$ cat src/rtl/alu_pkg.sv
// Shared definitions for the ALU sequencing controller: operand width,
// legal ALU control codes and the controller state encoding.
package alu_pkg;

  localparam int XLEN = 32;

  localparam logic [3:0] OP_ADD  = 4'b0000;
  localparam logic [3:0] OP_SUB  = 4'b1000;
  localparam logic [3:0] OP_SLL  = 4'b0001;
  localparam logic [3:0] OP_SLT  = 4'b0010;
  localparam logic [3:0] OP_SLTU = 4'b0011;
  localparam logic [3:0] OP_XOR  = 4'b0100;
  localparam logic [3:0] OP_SRL  = 4'b0101;
  localparam logic [3:0] OP_SRA  = 4'b1101;
  localparam logic [3:0] OP_OR   = 4'b0110;
  localparam logic [3:0] OP_AND  = 4'b0111;

  typedef enum logic [1:0] {
    ST_IDLE = 2'd0,
    ST_EXEC = 2'd1,
    ST_CAPT = 2'd2,
    ST_RESP = 2'd3
  } state_e;

  function automatic logic is_legal_op(input logic [3:0] op);
    case (op)
      OP_ADD, OP_SUB, OP_SLL, OP_SLT, OP_SLTU,
      OP_XOR, OP_SRL, OP_SRA, OP_OR, OP_AND: return 1'b1;
      default:                               return 1'b0;
    endcase
  endfunction

endpackage

$ cat src/rtl/alu_arbiter_rr_arb2.sv
// Two-way round-robin arbiter: combinational grant from the valids and a
// one-bit priority pointer that moves past the winner on every accept.
module rr_arb2 (
  input  logic       clk,
  input  logic       reset,
  input  logic [1:0] valid_i,
  input  logic       accept_i,
  output logic       grant_o,
  output logic       grant_valid_o
);

  logic ptr_q, ptr_d;

  // With a single requester the pointer is irrelevant; it only breaks ties.
  always_comb begin
    grant_valid_o = |valid_i;
    if (valid_i == 2'b11) grant_o = ptr_q;
    else                  grant_o = valid_i[1];
  end

  always_comb begin
    ptr_d = ptr_q;
    if (accept_i) ptr_d = ~grant_o;
  end

  always_ff @(posedge clk) begin
    if (reset) ptr_q <= 1'b0;
    else       ptr_q <= ptr_d;
  end

endmodule

$ cat src/rtl/alu_arbiter.sv
// Sequencing controller in front of the shared registered ALU: arbitrates
// two requesters, issues one op, waits out ALU latency, returns a response.
module alu_arbiter
  import alu_pkg::*;
(
  input  logic            clk,
  input  logic            reset,
  input  logic            req0_valid,
  output logic            req0_ready,
  input  logic [XLEN-1:0] req0_srca,
  input  logic [XLEN-1:0] req0_srcb,
  input  logic [3:0]      req0_op,
  input  logic            req1_valid,
  output logic            req1_ready,
  input  logic [XLEN-1:0] req1_srca,
  input  logic [XLEN-1:0] req1_srcb,
  input  logic [3:0]      req1_op,
  output logic [XLEN-1:0] alu_srca,
  output logic [XLEN-1:0] alu_srcb,
  output logic [3:0]      alu_ctrl,
  input  logic [XLEN-1:0] alu_result,
  output logic            rsp_valid,
  input  logic            rsp_ready,
  output logic            rsp_id,
  output logic [XLEN-1:0] rsp_result,
  output logic            rsp_zero,
  output logic            rsp_illegal,
  output logic [1:0]      dbg_state
);

  // Handshakes: a transfer happens on a rising edge where valid && ready are
  // both high; the sender holds valid and payload stable until that edge.

  state_e          state_q, state_d;
  logic            grant, grant_valid, accept;
  logic [3:0]      sel_op;
  logic            sel_legal;
  logic [XLEN-1:0] alu_srca_q, alu_srcb_q, rsp_result_q;
  logic [3:0]      alu_ctrl_q;
  logic            owner_q, rsp_zero_q, rsp_illegal_q;

  rr_arb2 u_arb (
    .clk           (clk),
    .reset         (reset),
    .valid_i       ({req1_valid, req0_valid}),
    .accept_i      (accept),
    .grant_o       (grant),
    .grant_valid_o (grant_valid)
  );

  assign sel_op    = grant ? req1_op : req0_op;
  assign sel_legal = is_legal_op(sel_op);
  assign accept    = (req0_valid & req0_ready) | (req1_valid & req1_ready);

  always_ff @(posedge clk) begin
    if (reset) state_q <= ST_IDLE;
    else       state_q <= state_d;
  end

  always_comb begin
    state_d = state_q;
    case (state_q)
      ST_IDLE: if (accept) state_d = sel_legal ? ST_EXEC : ST_RESP;
      ST_EXEC: state_d = ST_CAPT;
      ST_CAPT: state_d = ST_RESP;
      ST_RESP: if (rsp_ready) state_d = ST_IDLE;
      default: state_d = ST_IDLE;
    endcase
  end

  // Ready is masked during reset so nothing is offered before IDLE is real.
  always_comb begin
    req0_ready = 1'b0;
    req1_ready = 1'b0;
    rsp_valid  = 1'b0;
    case (state_q)
      ST_IDLE: if (!reset && grant_valid) begin
        req0_ready = ~grant;
        req1_ready = grant;
      end
      ST_RESP: rsp_valid = 1'b1;
      default: ;
    endcase
  end

  always_ff @(posedge clk) begin
    if (reset) begin
      alu_srca_q    <= '0;
      alu_srcb_q    <= '0;
      alu_ctrl_q    <= '0;
      owner_q       <= 1'b0;
      rsp_result_q  <= '0;
      rsp_zero_q    <= 1'b0;
      rsp_illegal_q <= 1'b0;
    end else begin
      if (accept) begin
        alu_srca_q <= grant ? req1_srca : req0_srca;
        alu_srcb_q <= grant ? req1_srcb : req0_srcb;
        alu_ctrl_q <= sel_op;
        owner_q    <= grant;
        if (!sel_legal) begin
          rsp_result_q  <= '0;
          rsp_zero_q    <= 1'b1;
          rsp_illegal_q <= 1'b1;
        end else begin
          rsp_illegal_q <= 1'b0;
        end
      end
      // The ALU's own zero flag lags its result, so zero is derived here.
      if (state_q == ST_CAPT) begin
        rsp_result_q <= alu_result;
        rsp_zero_q   <= (alu_result == '0);
      end
    end
  end

  assign alu_srca    = alu_srca_q;
  assign alu_srcb    = alu_srcb_q;
  assign alu_ctrl    = alu_ctrl_q;
  assign rsp_id      = owner_q;
  assign rsp_result  = rsp_result_q;
  assign rsp_zero    = rsp_zero_q;
  assign rsp_illegal = rsp_illegal_q;
  assign dbg_state   = state_q;

endmodule

$ cat config.mk
export PLATFORM = sky130hd
export DESIGN_NAME = alu_arbiter
export DESIGN_NICKNAME = d
export VERILOG_FILES = /design/src/rtl/alu_pkg.sv /design/src/rtl/alu_arbiter_rr_arb2.sv /design/src/rtl/alu_arbiter.sv
export SDC_FILE = /design/constraint.sdc
export NUM_CORES = 1
export LEC_CHECK = 0
export ABC_AREA = 1
export CELL_PAD_IN_SITES_DETAIL_PLACEMENT = 0
export CELL_PAD_IN_SITES_GLOBAL_PLACEMENT = 1
export CORE_MARGIN = 8
export CORE_UTILIZATION = 27
export DETAILED_ROUTE_END_ITERATION = 8
export PLACE_DENSITY = 0.9
export SYNTH_ARGS = -nofsm -noshare
export SYNTH_HDL_FRONTEND = slang
export SYNTH_HIERARCHICAL = 1
export SYNTH_SLANG_ARGS = --single-unit
$ cat constraint.sdc
create_clock -name clk -period 4.2 [get_ports clk]
set_clock_uncertainty 0.2 [all_clocks]
set_input_delay 1.05 -clock clk [delete_from_list [all_inputs] [get_ports clk]]
set_output_delay 1.05 -clock clk [all_outputs]
set_load 0.05 [all_outputs]
==> results of run 1 <==
## worst reg2reg max path, stage by stage, from the launching register on
cell and delay [ns]:
dfxtp_1 0.33, inv_1 0.07, a21boi_4 0.15, buf_4 0.21, nand2_1 0.07, nand2_1 0.08
nand2_1 0.05, nand3_1 0.11, nand3_2 0.56, nand3_1 0.30, a21oi_1 0.09
## synthesized netlist by cell type, types with 2 or more instances
| cell type | count |
|---|---|
| nor2_1 | 24 |
| o21ai_1 | 59 |
| o21ai_0 | 10 |
| nand2_1 | 192 |
| nand3_1 | 36 |
| a31oi_1 | 64 |
| buf_4 | 2 |
| buf_1 | 4 |
| ha_1 | 4 |
| buf_2 | 9 |
| inv_2 | 2 |
| dfxtp_1 | 106 |
| inv_1 | 15 |
| buf_6 | 10 |
| nand4_1 | 4 |
| nand4_2 | 2 |
| clkbuf_1 | 26 |
| a21oi_1 | 40 |
## final cells by class
type	instances	area [um2]	area share (%)
clock buffer	9	225.2	2.913
clock inverter	7	53.80	0.6958
inverter	17	63.81	0.8252
multi-input combinational	442	2105	27.22
sequential	106	2122	27.44
tap	220	275.3	3.560
timing repair buffer	287	2888	37.35
## report_power, final
part / leakage (nW) / internal [mW] / switching (mW)
sequential: 0.866 / 1.19 / 0.0948
clock: 0.134 / 0.408 / 0.407
combinational: 1.91 / 0.646 / 1.20
total: 2.91 / 2.24 / 1.70
## worst min path at each step
stage                start          end  slack, ns  cells past startpoint
5_1_grt             rsp_id       rsp_id       0.29                      2
2_1_floorplan  u_arb/ptr_q  u_arb/ptr_q       0.33                      4
4_1_cts        alu_ctrl[3]  alu_ctrl[3]       0.27                      2
6_report       alu_ctrl[3]  alu_ctrl[3]       0.26                      2
3_5_place_dp   alu_ctrl[3]  alu_ctrl[3]       0.26                      2
3_3_place_gp   alu_ctrl[3]  alu_ctrl[3]       0.25                      2
## per-layer routing
layer	up-vias	GRT usage, %	wire length, um
li1	2599	-	-
met4	0	6.091	363
met1	2270	19.29	7709
met3	22	4.447	1228
met5	-	0	0
met2	153	26.37	8410
## kinds of logic (layout without fill, tap and decap cells)
kind of cell / Yosys count / count (layout) / synth area share, %
AND/OR/NAND/NOR: 263 / 263 / 23.63
buffers and inverters: 68 / 320 / 7.656
flip-flops: 106 / 106 / 46.54
AO/OA/AOI/OAI: 175 / 175 / 21.08
adder cells (fa/ha/maj): 4 / 4 / 1.098
## per-stage QoR
step                      cells  utilization, %  setup slack [ns]  cell area, um2
after floorplan             616               -            0.6524            4559
after global placement     1072           45.10            0.5502            7453
after detailed placement   1072           45.10            0.4906            7453
after CTS                  1088           46.79            0.4869            7732
after global routing       1088           46.79            0.4110            7732
final                      1088           46.79            0.4972            7732
## registers in the layout (all words and copies together) (netlist names)
signal and cells:
alu_srca 32, rsp_result 32, alu_ctrl 4, rsp_zero 1
dbg_state 2, u_arb/ptr_q 1, rsp_id 1, alu_srcb 32
rsp_illegal 1
==> results.md, run 1 <==
* Core Region at 16520 um2
* Fin nets at 1040
* Final period utilization at 88.16%
* Leak at 2.913 nW
* DR vias/cell at 4.636
* Yosys cell types at 25
* Area Growth Syn to Fin at 69.59%
* Post-synth top area cell: dfxtp_1
* Remaining DRCs at 0
* N_diodes at 0
* CP endpoint kind: output port
* I/O pin count at 281
* Post-CTS Hold Buffers at 0
* Initial Util at 27.59%
* Syn Inst Count at 616
* Setup TNS at 0 ns
* Total number of vias at 5044
* Data arrival, critical path at 2.45 ns
* Die X at 146.0 um
* Vias in the first global route at 4898
* Port bufs at 280
* Fmax at 0.2701 GHz
* Top-area cell type share of the netlist area at 46.54%
* Final Critical Period at 3.703 ns
* EDFF count, synth at 0
* Top FF cell, synth: dfxtp_1
* Cell family with most CP delay: buffers and inverters
* GPL Wtd Cong at 0.7661
* Tot Pwr at 3.946 mW
* Die Y at 146.0 um
* Cell chain of the critical path: clkdlybuf4s50_1 > or2_1 > inv_1 > nor2_2 > nand2_1 > nor2_1 > buf_12
* CP peak stage delay at 0.59 ns
* CP startpoint kind: primary input
* Crit path depth at 7
* Post-detail-place hpwl at 12650 um
* Clock Sinks at 106
* CP Launch Point: req0_valid
* Status: finished clean
* Worst Hold Class: reg -> reg
* Synth Cell Area at 4559 um2
* Row Count at 47
* Pin count of the biggest net entering global routing at 139
* Post-CTS sizing at 0
* Slew @ Worst Pin at 1.100 ns
* Rel. slew slack at 26.58%
* First-pass GRT wire length at 27460 um
* Clk root buf: clkbuf_16
* Worst-Skew Late Latency at 0.35 ns
* Count of final hold-check violations at 0
* Final worst hold slack at 0.2640 ns
* Net count after synthesis at 793
* Flop and latch count out of synthesis at 106
* Iteration-0 DRC Markers at 347
* Critical-path top delay cell: clkdlybuf4s50_1
* Setup Crit Path Kind: in -> out
* Power Density at 510.4 nW/um2
* Yosys warns at 6
* Unrepaired setup endpoints after global routing: no
* Routed WL per cell at 16.28 um
* All-Layer GR Usage at 15.96%
* Avg Inst Size Synth at 7.402 um2
* Initial antenna violation count at 0
* Cts bufs inserted at 9
* Clock Tree Buf Depth at 2
* 1st-pass router iterations at 5
* CP Max Fanout at 4
* Async set-reset flop share out of synthesis at 0%
* Worst EP required at 2.95 ns
* Share of cells above drive strength 1 at 3.802%
* CTS tree: yes
* Setup Buffers After CTS at 0
* Setup-failing EPs final at 0
* R2r setup slk at 1.85 ns
* Commonest non-fill, non-tap cell in the layout: clkdlybuf4s50_1
* FILL cells at 1673
* R2r startpoint: u_arb/ptr_q
* Detailed Route WL at 17710 um
* Critical path endpoint: req0_ready
* Global route overflow at 0
* DIE AREA at 21300 um2
* CTS clock-pin slew for the worst setup and hold paths at 0.07 ns
* Commonest non-fill, non-tap cells in the layout: clkdlybuf4s50_1 (278), nand2_1 (192), dfxtp_1 (106)
* Ranking of synthesized cells by area: dfxtp_1 (47%), nand2_1 (16%), a31oi_1 (8.8%)
* Maximum vdd ir drop at 0.2769 mV
* Reg2reg end: rsp_result[17]
* H-Tree Depth at 3
* Max Cap Viol at 0
* Cell depth of the worst flop-to-flop path at 10
* Fin. max-slew vios at 0
* CP bufs+invs at 3
* Final ANT Viol Nets at 0
* Sequential share of the synthesized area at 46.54%
Note: power is estimated with default switching activity, not from simulation.
==> run 2: changes to the inputs <==
==> constraint.sdc (replaced) <==
create_clock -name clk -period 4.2 [get_ports clk]
set_clock_uncertainty 0.2 [all_clocks]
set_input_delay 1.05 -clock clk [delete_from_list [all_inputs] [get_ports clk]]
set_output_delay 1.05 -clock clk [all_outputs]
set_load 0.1 [all_outputs]
==> run 2 against run 1 <==
Sequential cell count did not move. Critical path type unchanged. Largest cell class unchanged. Final area rose by 0.57%. Non-clock buffer count increased by 2. Sequential share of layout area shrank 0.15 points. Core utilization rose by 0.26 points. Via count is 1.4% higher. Fmax is 1.3% lower.
==> results.md, run 2 (synthesis results as in run 1) <==
* GR met2 Demand/Resource at 25.70%
* DR vias/cell at 4.692
* Worst-Skew Late Latency at 0.34 ns
* Final ANT Viol Nets at 0
* Post-CTS Hold Buffers at 0
* Max Cap Viol at 0
* All-Layer GR Usage at 16.18%
* GPL Wtd Cong at 0.7669
* Clk root buf: clkbuf_16
* Power Density at 602.0 nW/um2
* Rel. slew slack at 21.31%
* Slew @ Worst Pin at 1.180 ns
* CTS clock-pin slew for the worst setup and hold paths at 0.07 ns
* 1st-pass router iterations at 4
* Data arrival, critical path at 2.50 ns
* Maximum vdd ir drop at 0.3807 mV
* Area Growth Syn to Fin at 70.55%
* DIE AREA at 21300 um2
* Worst EP required at 2.95 ns
* Row Count at 47
* Unrepaired setup endpoints after global routing: no
* CP Max Fanout at 4
* Pin count of the biggest net entering global routing at 71
* Post-CTS sizing at 0
* Clock Tree Buf Depth at 2
* GR Layer Usage met1 at 20.03%
* Fin. max-slew vios at 0
* Setup Buffers After CTS at 0
* I/O pin count at 281
* Count of final hold-check violations at 0
* First-pass GRT wire length at 27990 um
* Met3 Track Usage GR at 4.820%
* Port bufs at 280
* Die X at 146.0 um
* Commonest non-fill, non-tap cells in the layout: clkdlybuf4s50_1 (277), nand2_1 (192), dfxtp_1 (106)
* Initial Util at 27.59%
* Commonest non-fill, non-tap cell in the layout: clkdlybuf4s50_1
* R2r setup slk at 2.04 ns
* Detailed Route WL at 17850 um
* Fmax at 0.2667 GHz
* Core Region at 16520 um2
* Iteration-0 DRC Markers at 287
* Clock Sinks at 106
* Post-detail-place hpwl at 12880 um
* Leak at 2.938 nW
* Share of cells above drive strength 1 at 4.138%
* Status: finished clean
* Routed WL per cell at 16.38 um
* Total number of vias at 5114
* Worst Hold Class: reg -> reg
* CP startpoint kind: primary input
* Die Y at 146.0 um
* Fin nets at 1042
* CP endpoint kind: output port
* Setup-failing EPs final at 0
* Initial antenna violation count at 0
* CTS tree: yes
* N_diodes at 0
* Setup TNS at 0 ns
* H-Tree Depth at 3
* Setup Crit Path Kind: in -> out
* Remaining DRCs at 0
* Busiest grt layer: met2
* Global route overflow at 0
* Final Critical Period at 3.750 ns
* Final period utilization at 89.28%
* Util after Layout at 47.06%
* Vias in the first global route at 4967
* Cts bufs inserted at 9
[run 2: final timing paths]
path              cells past startpoint           to   startpoint
setup / recovery                      7   req1_ready   req0_valid
hold / removal                        2  alu_ctrl[3]  alu_ctrl[3]
setup reg to reg                     13     rsp_zero  u_arb/ptr_q
hold reg to reg                       2  alu_ctrl[3]  alu_ctrl[3]
[run 2: report_power, final]
group | internal (mW) | switching (mW)
combinational | 0.653 | 1.89
clock | 0.444 | 0.410
sequential | 1.19 | 0.0959
total | 2.29 | 2.40
[run 2: per-stage QoR]
stage | cell area (um2) | power, mW | std cells | setup WS [ns] | hold WS [ns]
2_1_floorplan | 4559 | 3.176 | 616 | 0.04586 | 0.3291
3_3_place_gp | 7478 | 3.847 | 1074 | 0.4908 | 0.2536
3_5_place_dp | 7478 | 3.859 | 1074 | 0.4518 | 0.2612
4_1_cts | 7776 | 4.728 | 1090 | 0.4518 | 0.2717
5_1_grt | 7776 | 4.902 | 1090 | 0.3610 | 0.3019
6_report | 7776 | 4.681 | 1090 | 0.4501 | 0.2687
[run 2: critical path, cell delays in order]
cell and delay (ns):
clkdlybuf4s50_1 0.59, or2_1 0.13, inv_1 0.04, nor2_2 0.14, nand2_1 0.12, nor2_1 0.21
buf_12 0.21
[run 2: cell type report]
type	instances	area, um2
fillers	1610	8748
repair buffers	289	2913
flip-flops and latches	106	2122
multi-input cells	442	2105
well taps	220	275.3
clock buffers	11	252.7
inverters	17	63.81
clock inverters	5	45.04
[run 2: routing by layer]
| metal | routed length, um | vias to the layer above |
|---|---|---|
| li1 | - | 2595 |
| met1 | 7883 | 2320 |
| met2 | 8260 | 173 |
| met3 | 1282 | 26 |
| met4 | 425 | 0 |
| met5 | 0 | - |
==> run 3: changes to the inputs <==
GPL_ROUTABILITY_DRIVEN = 1   (was unset)
==> results of run 3 <==
Final layout, timing and power as in run 2 (identical DEF).
